--- src/rtl/led_frame_if.sv ---
// led_frame_if
// Groups the frame-write handshake, playback controls and display outputs of
// led_frame_scheduler.
//   master : frame source / sequencer controller (drives writes and controls)
//   slave  : led_frame_scheduler
// Signals:
//   wr_valid/wr_ready/wr_data/wr_hold : frame write handshake (36-bit image, 8-bit hold in ticks)
//   start/stop/clear/loop_en          : playback controls
//   busy/frame_idx/done/img           : playback status and registered image
// DEPTH must match the scheduler's DEPTH so frame_idx has the right width.
interface led_frame_if #(
    parameter int DEPTH = 4
);
    localparam int IW = (DEPTH > 1) ? $clog2(DEPTH) : 1;

    logic          wr_valid;
    logic          wr_ready;
    logic [35:0]   wr_data;
    logic [7:0]    wr_hold;
    logic          start;
    logic          stop;
    logic          clear;
    logic          loop_en;
    logic          busy;
    logic [IW-1:0] frame_idx;
    logic          done;
    logic [35:0]   img;

    modport master (
        output wr_valid, wr_data, wr_hold, start, stop, clear, loop_en,
        input  wr_ready, busy, frame_idx, done, img
    );

    modport slave (
        input  wr_valid, wr_data, wr_hold, start, stop, clear, loop_en,
        output wr_ready, busy, frame_idx, done, img
    );
endinterface

--- src/rtl/led_frame_scheduler.sv ---
// led_frame_scheduler
// Stores up to DEPTH frames (36-bit 6x6 image + 8-bit hold time in ticks) and
// plays them back in order on the img output, each for its hold time.
// Ports:
//   clk   : system clock
//   rst_n : asynchronous active-low reset
//   bus   : led_frame_if slave (write handshake, start/stop/clear/loop_en,
//           busy/frame_idx/done/img)
//
// state | meaning
// IDLE  | frames may be written or cleared; img holds last shown frame
// PLAY  | frames shown in sequence, store is read-only
module led_frame_scheduler #(
    parameter int CLK_HZ  = 12_000_000,
    parameter int TICK_HZ = 1000,
    parameter int DEPTH   = 4
) (
    input logic        clk,
    input logic        rst_n,
    led_frame_if.slave bus
);
    localparam int DIV = (CLK_HZ / TICK_HZ < 1) ? 1 : CLK_HZ / TICK_HZ;
    localparam int PW  = (DIV > 1) ? $clog2(DIV) : 1;
    localparam int IW  = $clog2(DEPTH);
    localparam int CW  = $clog2(DEPTH + 1);
    localparam logic [PW-1:0] PRESC_LAST = PW'(DIV - 1);
    localparam logic [CW-1:0] COUNT_FULL = CW'(DEPTH);

    typedef enum logic {IDLE, PLAY} state_t;

    state_t        state_q, state_d;
    logic [CW-1:0] count_q, count_d;
    logic [35:0]   img_q, img_d;
    logic [IW-1:0] idx_q, idx_d;
    logic [7:0]    hold_q, hold_d;
    logic [PW-1:0] presc_q, presc_d;
    logic          done_q, done_d;

    logic [35:0]   mem_data [DEPTH];
    logic [7:0]    mem_hold [DEPTH];

    logic          wr_ready;
    logic          wr_fire;
    logic          tick;
    logic          is_last;
    logic [IW-1:0] next_idx;

    // A stored hold of 0 would never expire; it is shown for one tick instead.
    function automatic logic [7:0] hold_of(input logic [7:0] h);
        return (h == 8'd0) ? 8'd1 : h;
    endfunction

    assign wr_ready = (state_q == IDLE) && (count_q < COUNT_FULL);
    // clear discards a same-cycle write, including the store update.
    assign wr_fire  = bus.wr_valid && wr_ready && !bus.clear;
    assign tick     = (presc_q == PRESC_LAST);
    assign is_last  = (CW'(idx_q) == count_q - CW'(1));
    assign next_idx = is_last ? '0 : idx_q + IW'(1);

    // Store has no reset: after reset count=0 makes old entries unreachable.
    always_ff @(posedge clk) begin
        if (wr_fire) begin
            mem_data[count_q[IW-1:0]] <= bus.wr_data;
            mem_hold[count_q[IW-1:0]] <= bus.wr_hold;
        end
    end

    always_comb begin
        state_d = state_q;
        count_d = count_q;
        img_d   = img_q;
        idx_d   = idx_q;
        hold_d  = hold_q;
        presc_d = presc_q;
        done_d  = 1'b0;
        case (state_q)
            IDLE: begin
                if (bus.clear) begin
                    count_d = '0;
                    img_d   = '0;
                end else begin
                    if (wr_fire) begin
                        count_d = count_q + CW'(1);
                    end
                    if (bus.start && !bus.stop && (count_q != '0)) begin
                        state_d = PLAY;
                        idx_d   = '0;
                        img_d   = mem_data[0];
                        hold_d  = hold_of(mem_hold[0]);
                        presc_d = '0;
                    end
                end
            end
            PLAY: begin
                if (bus.stop) begin
                    state_d = IDLE;
                end else if (tick) begin
                    presc_d = '0;
                    if (hold_q == 8'd1) begin
                        if (is_last && !bus.loop_en) begin
                            done_d  = 1'b1;
                            state_d = IDLE;
                        end else begin
                            // next_idx already wraps to 0 after the last frame
                            idx_d  = next_idx;
                            img_d  = mem_data[next_idx];
                            hold_d = hold_of(mem_hold[next_idx]);
                        end
                    end else begin
                        hold_d = hold_q - 8'd1;
                    end
                end else begin
                    presc_d = presc_q + PW'(1);
                end
            end
            default: state_d = IDLE;
        endcase
    end

    always_ff @(posedge clk or negedge rst_n) begin
        if (!rst_n) begin
            state_q <= IDLE;
            count_q <= '0;
            img_q   <= '0;
            idx_q   <= '0;
            hold_q  <= '0;
            presc_q <= '0;
            done_q  <= 1'b0;
        end else begin
            state_q <= state_d;
            count_q <= count_d;
            img_q   <= img_d;
            idx_q   <= idx_d;
            hold_q  <= hold_d;
            presc_q <= presc_d;
            done_q  <= done_d;
        end
    end

    assign bus.wr_ready  = wr_ready;
    assign bus.busy      = (state_q == PLAY);
    assign bus.frame_idx = idx_q;
    assign bus.done      = done_q;
    assign bus.img       = img_q;
endmodule

--- src/flat_wrapper.sv ---
// flat-port wrapper written by rule: the top's interface ports become plain ports
module led_frame_scheduler_flat 
#(
    parameter int CLK_HZ  = 12_000_000,
    parameter int TICK_HZ = 1000,
    parameter int DEPTH   = 4
)
  (clk, rst_n, bus_wr_valid, bus_wr_data, bus_wr_hold, bus_start, bus_stop, bus_clear, bus_loop_en, bus_wr_ready, bus_busy, bus_frame_idx, bus_done, bus_img);
  led_frame_if #(.DEPTH(DEPTH)) bus_i ();
  input logic clk;
  input logic rst_n;
  input wire logic [$bits(bus_i.wr_valid)-1:0] bus_wr_valid;
  input wire logic [$bits(bus_i.wr_data)-1:0] bus_wr_data;
  input wire logic [$bits(bus_i.wr_hold)-1:0] bus_wr_hold;
  input wire logic [$bits(bus_i.start)-1:0] bus_start;
  input wire logic [$bits(bus_i.stop)-1:0] bus_stop;
  input wire logic [$bits(bus_i.clear)-1:0] bus_clear;
  input wire logic [$bits(bus_i.loop_en)-1:0] bus_loop_en;
  output wire logic [$bits(bus_i.wr_ready)-1:0] bus_wr_ready;
  output wire logic [$bits(bus_i.busy)-1:0] bus_busy;
  output wire logic [$bits(bus_i.frame_idx)-1:0] bus_frame_idx;
  output wire logic [$bits(bus_i.done)-1:0] bus_done;
  output wire logic [$bits(bus_i.img)-1:0] bus_img;
  assign bus_i.wr_valid = bus_wr_valid;
  assign bus_i.wr_data = bus_wr_data;
  assign bus_i.wr_hold = bus_wr_hold;
  assign bus_i.start = bus_start;
  assign bus_i.stop = bus_stop;
  assign bus_i.clear = bus_clear;
  assign bus_i.loop_en = bus_loop_en;
  assign bus_wr_ready = bus_i.wr_ready;
  assign bus_busy = bus_i.busy;
  assign bus_frame_idx = bus_i.frame_idx;
  assign bus_done = bus_i.done;
  assign bus_img = bus_i.img;
  led_frame_scheduler #(.CLK_HZ(CLK_HZ), .TICK_HZ(TICK_HZ), .DEPTH(DEPTH)) u_core (.clk(clk), .rst_n(rst_n), .bus(bus_i));
endmodule
--- config.mk ---
export PLATFORM = sky130hd
export DESIGN_NAME = led_frame_scheduler_flat
export DESIGN_NICKNAME = d
export VERILOG_FILES = /design/src/rtl/led_frame_if.sv /design/src/rtl/led_frame_scheduler.sv /design/src/flat_wrapper.sv
export SDC_FILE = /design/constraint.sdc
export NUM_CORES = 1
export LEC_CHECK = 0
export CORE_AREA = 3 3 143 145
export CTS_CLUSTER_SIZE = 20
export DETAILED_ROUTE_END_ITERATION = 16
export DIE_AREA = 0 0 146 148
export PLACE_DENSITY = 0.82
export SLEW_MARGIN = 10
export SYNTH_ARGS = -nofsm -noshare
export SYNTH_HDL_FRONTEND = slang
export SYNTH_SLANG_ARGS = --single-unit
--- constraint.sdc ---
create_clock -name clk -period 7.5 [get_ports clk]
set_input_delay 1.5 -clock clk [delete_from_list [all_inputs] [get_ports clk]]
set_output_delay 1.5 -clock clk [all_outputs]
set_load 0.05 [all_outputs]
==> impl_results.md <==
* Worst-skew pair later-pin latency at 530 ps
* Input/output buffers at 91
* CTS clk-pin slew, worst paths at 60 ps
* Slew Limit Fails at 0
* Fillers at 1423
* Cell depth of the worst flop-to-flop path at 10
* Post-CTS Resized at 0
* Critical Path Fanout Max at 44
* Most used DFF post-synth: edfxtp_1
* Slew headroom at 19.1%
* Die X at 146 um
* N_diodes at 0
* Power per cell area at 352 nW/um^2
* CTS Hold Buffers Added at 0
* Fin. Hold Viols at 0
* RePlAce Congestion at 0.839
* Die Y at 148 um
* Layout cells sized above 1 at 7.00%
* Drt total wl at 22200 um
* Class of the worst hold path: reg2reg
* FMAX at 249 MHz
* Avg WL per Cell at 18.4 um
* CP Class: in2reg
* Initial antenna violation count at 0
* First-pass GRT wire length at 35400 um
* Post-synth EDFFs at 176
* Status: completed
* Total power at 4.28 mW
* Worst Hold Slack at 523 ps
* Synth-to-Final Area Change at 19.6%
* Critical Path End Type: flip-flop
* RSZ-0062 raised after global routing: false
* Distinct cell type count after synthesis at 54
* Nets at 983
* Largest stage delay, worst path at 1140 ps
* Critical path data required time at 7630 ps
* HP Start: u_core.presc_q[1]
* DRT Pass-1 Iters at 6
* Sequential area share after synthesis at 68.0%
* Tcrit/Tclk final at 53.5%
* TritonCTS buffer count at 25
* Post-route ant nets at 0
* Leakage power at 4.44 nW
* Peak VDD IR at 249 uV
* Via count at 6937
* Ys async rst share at 27.0%
* Synth Register Bits at 241
* Crit-path cells: clkdlybuf4s50_1 -> nor2_4 -> and3_2
* Overflow after GRT at 0
* Crit path from: bus_clear
* Yosys top cell area share at 52.0%
* CTS tree: yes
* Fin Clk Skew at 18.1 ps
* Area leader, netlist: edfxtp_1
* Crit path max-delay family: simple AND/OR/NAND/NOR gates
* Iter 0 DRT Violations at 665
* Critical path buffers and inverters at 1
* Cell row count at 51
* Min Tclk post-route at 4020 ps
* DP HPWL at 13000 um
* Clock sinks at 241
* Dominant cells by area after synthesis: edfxtp_1 (52%), dfrtp_1 (16%), nand2_1 (6.4%)
* Clock buffer depth at 3
* I/O pins at 92
* Starting Density at 52.6%
* CP arrival at 4150 ps
* Vias per Instance at 5.74
* CP max stage cell: and3_2
* Worst reg2reg path startpoint: u_core.count_q[0]
* Area of the mapped netlist at 10200 um^2
* Max-cap violation count at 0
* Startpoint types: input port
* Die area at 21600 um^2
* Average size of a mapped cell at 11.9 um^2
* Ys Warns at 0
* Worst Tran Pin Value at 1210 ps
* Hold Path Depth at 2
* H-tree depth at 1
* Root Driver: clkbuf_16
* CP Depth at 3
* # DRC at 0
* Post-CTS Setup Bufs at 0
* Mapped Cells at 857
* Util after Layout at 62.9%
* Final setup vio count at 0
* Net count after synthesis at 916
* Largest net degree at the start of global routing at 88
* Number of global-route vias before repair at 6734
* Setup_tns at 0 ps
* Core Area at 19300 um^2
* GRT Util Overall at 20.3%
## worst paths after layout
path,to,slack (ps)
max,u_core.mem_hold[0][3],3480
min,u_core.presc_q[1],520
max reg2reg,u_core.hold_q[6],3920
min reg2reg,u_core.presc_q[1],520
max in group asynchronous,u_core.bus.busy,5800
min in group asynchronous,u_core.bus.img[0],1100
## cell usage in the layout (no fill, tap or decap), types with 4 or more instances in the layout
cell / Yosys / routed
a21oi_1: 51 / 51
a31oi_1: 4 / 4
a32oi_1: 35 / 35
and2_1: 4 / 4
and3_2: 0 / 4
buf_4: 0 / 6
bufinv_16: 0 / 6
clkbuf_16: 0 / 25
clkbuf_8: 0 / 4
clkdlybuf4s50_1: 0 / 90
clkinv_2: 0 / 4
dfrtp_1: 65 / 64
edfxtp_1: 176 / 176
ha_1: 8 / 8
inv_1: 18 / 18
nand2_1: 174 / 174
nand3_1: 83 / 82
nand4_1: 15 / 15
nor2_1: 61 / 60
nor3_1: 8 / 7
nor3b_1: 5 / 5
o211ai_1: 11 / 11
o21ai_0: 14 / 14
or3_1: 4 / 4
xnor2_1: 6 / 6
xor2_1: 11 / 11
## flip-flops by register name, summed over array words and instances (netlist names), 2 cells and up
signal / cells
u_core.bus.frame_idx: 2
u_core.mem_hold: 32
u_core.count_q: 3
u_core.mem_data: 144
u_core.bus.img: 36
u_core.presc_q: 14
u_core.hold_q: 8
## cell families after synthesis
group                      after synthesis  share of synthesized area, %
xor gates and xnor gates                17                          1.46
AOI/OAI and AO/OA                      136                          9.08
adders and majority gates                8                         0.985
buffers and inverters                   75                          3.27
muxes                                    5                         0.517
and+or+nand+nor                        375                          16.7
DFF                                    241                          68.0
## synthesized netlist by cell type, types with 3 or more instances
| cell type | n |
|---|---|
| buf_6 | 4 |
| a31oi_1 | 4 |
| a22oi_1 | 3 |
| and3_1 | 6 |
| xor2_1 | 11 |
| edfxtp_1 | 176 |
| dfrtp_1 | 65 |
| clkbuf_1 | 34 |
| and2_1 | 4 |
| or3_1 | 4 |
| nand2_1 | 174 |
| nor3b_1 | 5 |
| buf_2 | 16 |
| xnor2_1 | 6 |
| ha_1 | 8 |
| nand3_1 | 83 |
| nor3_1 | 8 |
| mux2i_1 | 3 |
| a32oi_1 | 35 |
| inv_1 | 18 |
| nor2_1 | 61 |
| o211ai_1 | 11 |
| a21oi_1 | 51 |
| nand4_1 | 15 |
| o21ai_0 | 14 |
## worst min-delay path: cells and delay by family (launching register included)
kind / cells / cell delay [ps]
DFF: 1 / 360
AOI/OAI and AO/OA: 1 / 60
and+or+nand+nor: 1 / 60
## per-layer routing
layer | part of all wire, % | track usage [%] | routed length, um | vias to the layer above
met5 | 0 | 0 | 0 | -
li1 | - | - | - | 3275
met3 | 6.3 | 3.34 | 1390 | 36
met2 | 50 | 33.4 | 11000 | 282
met4 | 2.2 | 5.83 | 490 | 0
met1 | 42 | 28.4 | 9320 | 3344
## report_power, final
| group | switching [mW] | total [mW] | internal, mW |
|---|---|---|---|
| Sequential | 0.0925 | 1.63 | 1.54 |
| Combinational | 0.869 | 1.27 | 0.399 |
| Clock | 0.513 | 1.38 | 0.865 |
## area by class of cell
cell class / count / area (um^2) / area share [%]
clock inverter: 15 / 253 / 2.08
inverter: 19 / 71.3 / 0.587
sequential: 241 / 6910 / 56.9
timing repair buffer: 96 / 946 / 7.78
clock buffer: 31 / 688 / 5.66
multi-input combinational: 541 / 2950 / 24.3
tap: 265 / 332 / 2.73
## metrics by stage
step / setup WS [ps] / cell area, um^2 / cells
6_report: 3480 / 12200 / 1208
5_1_grt: 3310 / 12200 / 1208
4_1_cts: 3470 / 12200 / 1208
3_5_place_dp: 2920 / 11200 / 1162
3_3_place_gp: 3010 / 11200 / 1162
2_1_floorplan: 3740 / 10200 / 857
No activity file was read; power rests on OpenSTA's default activity.
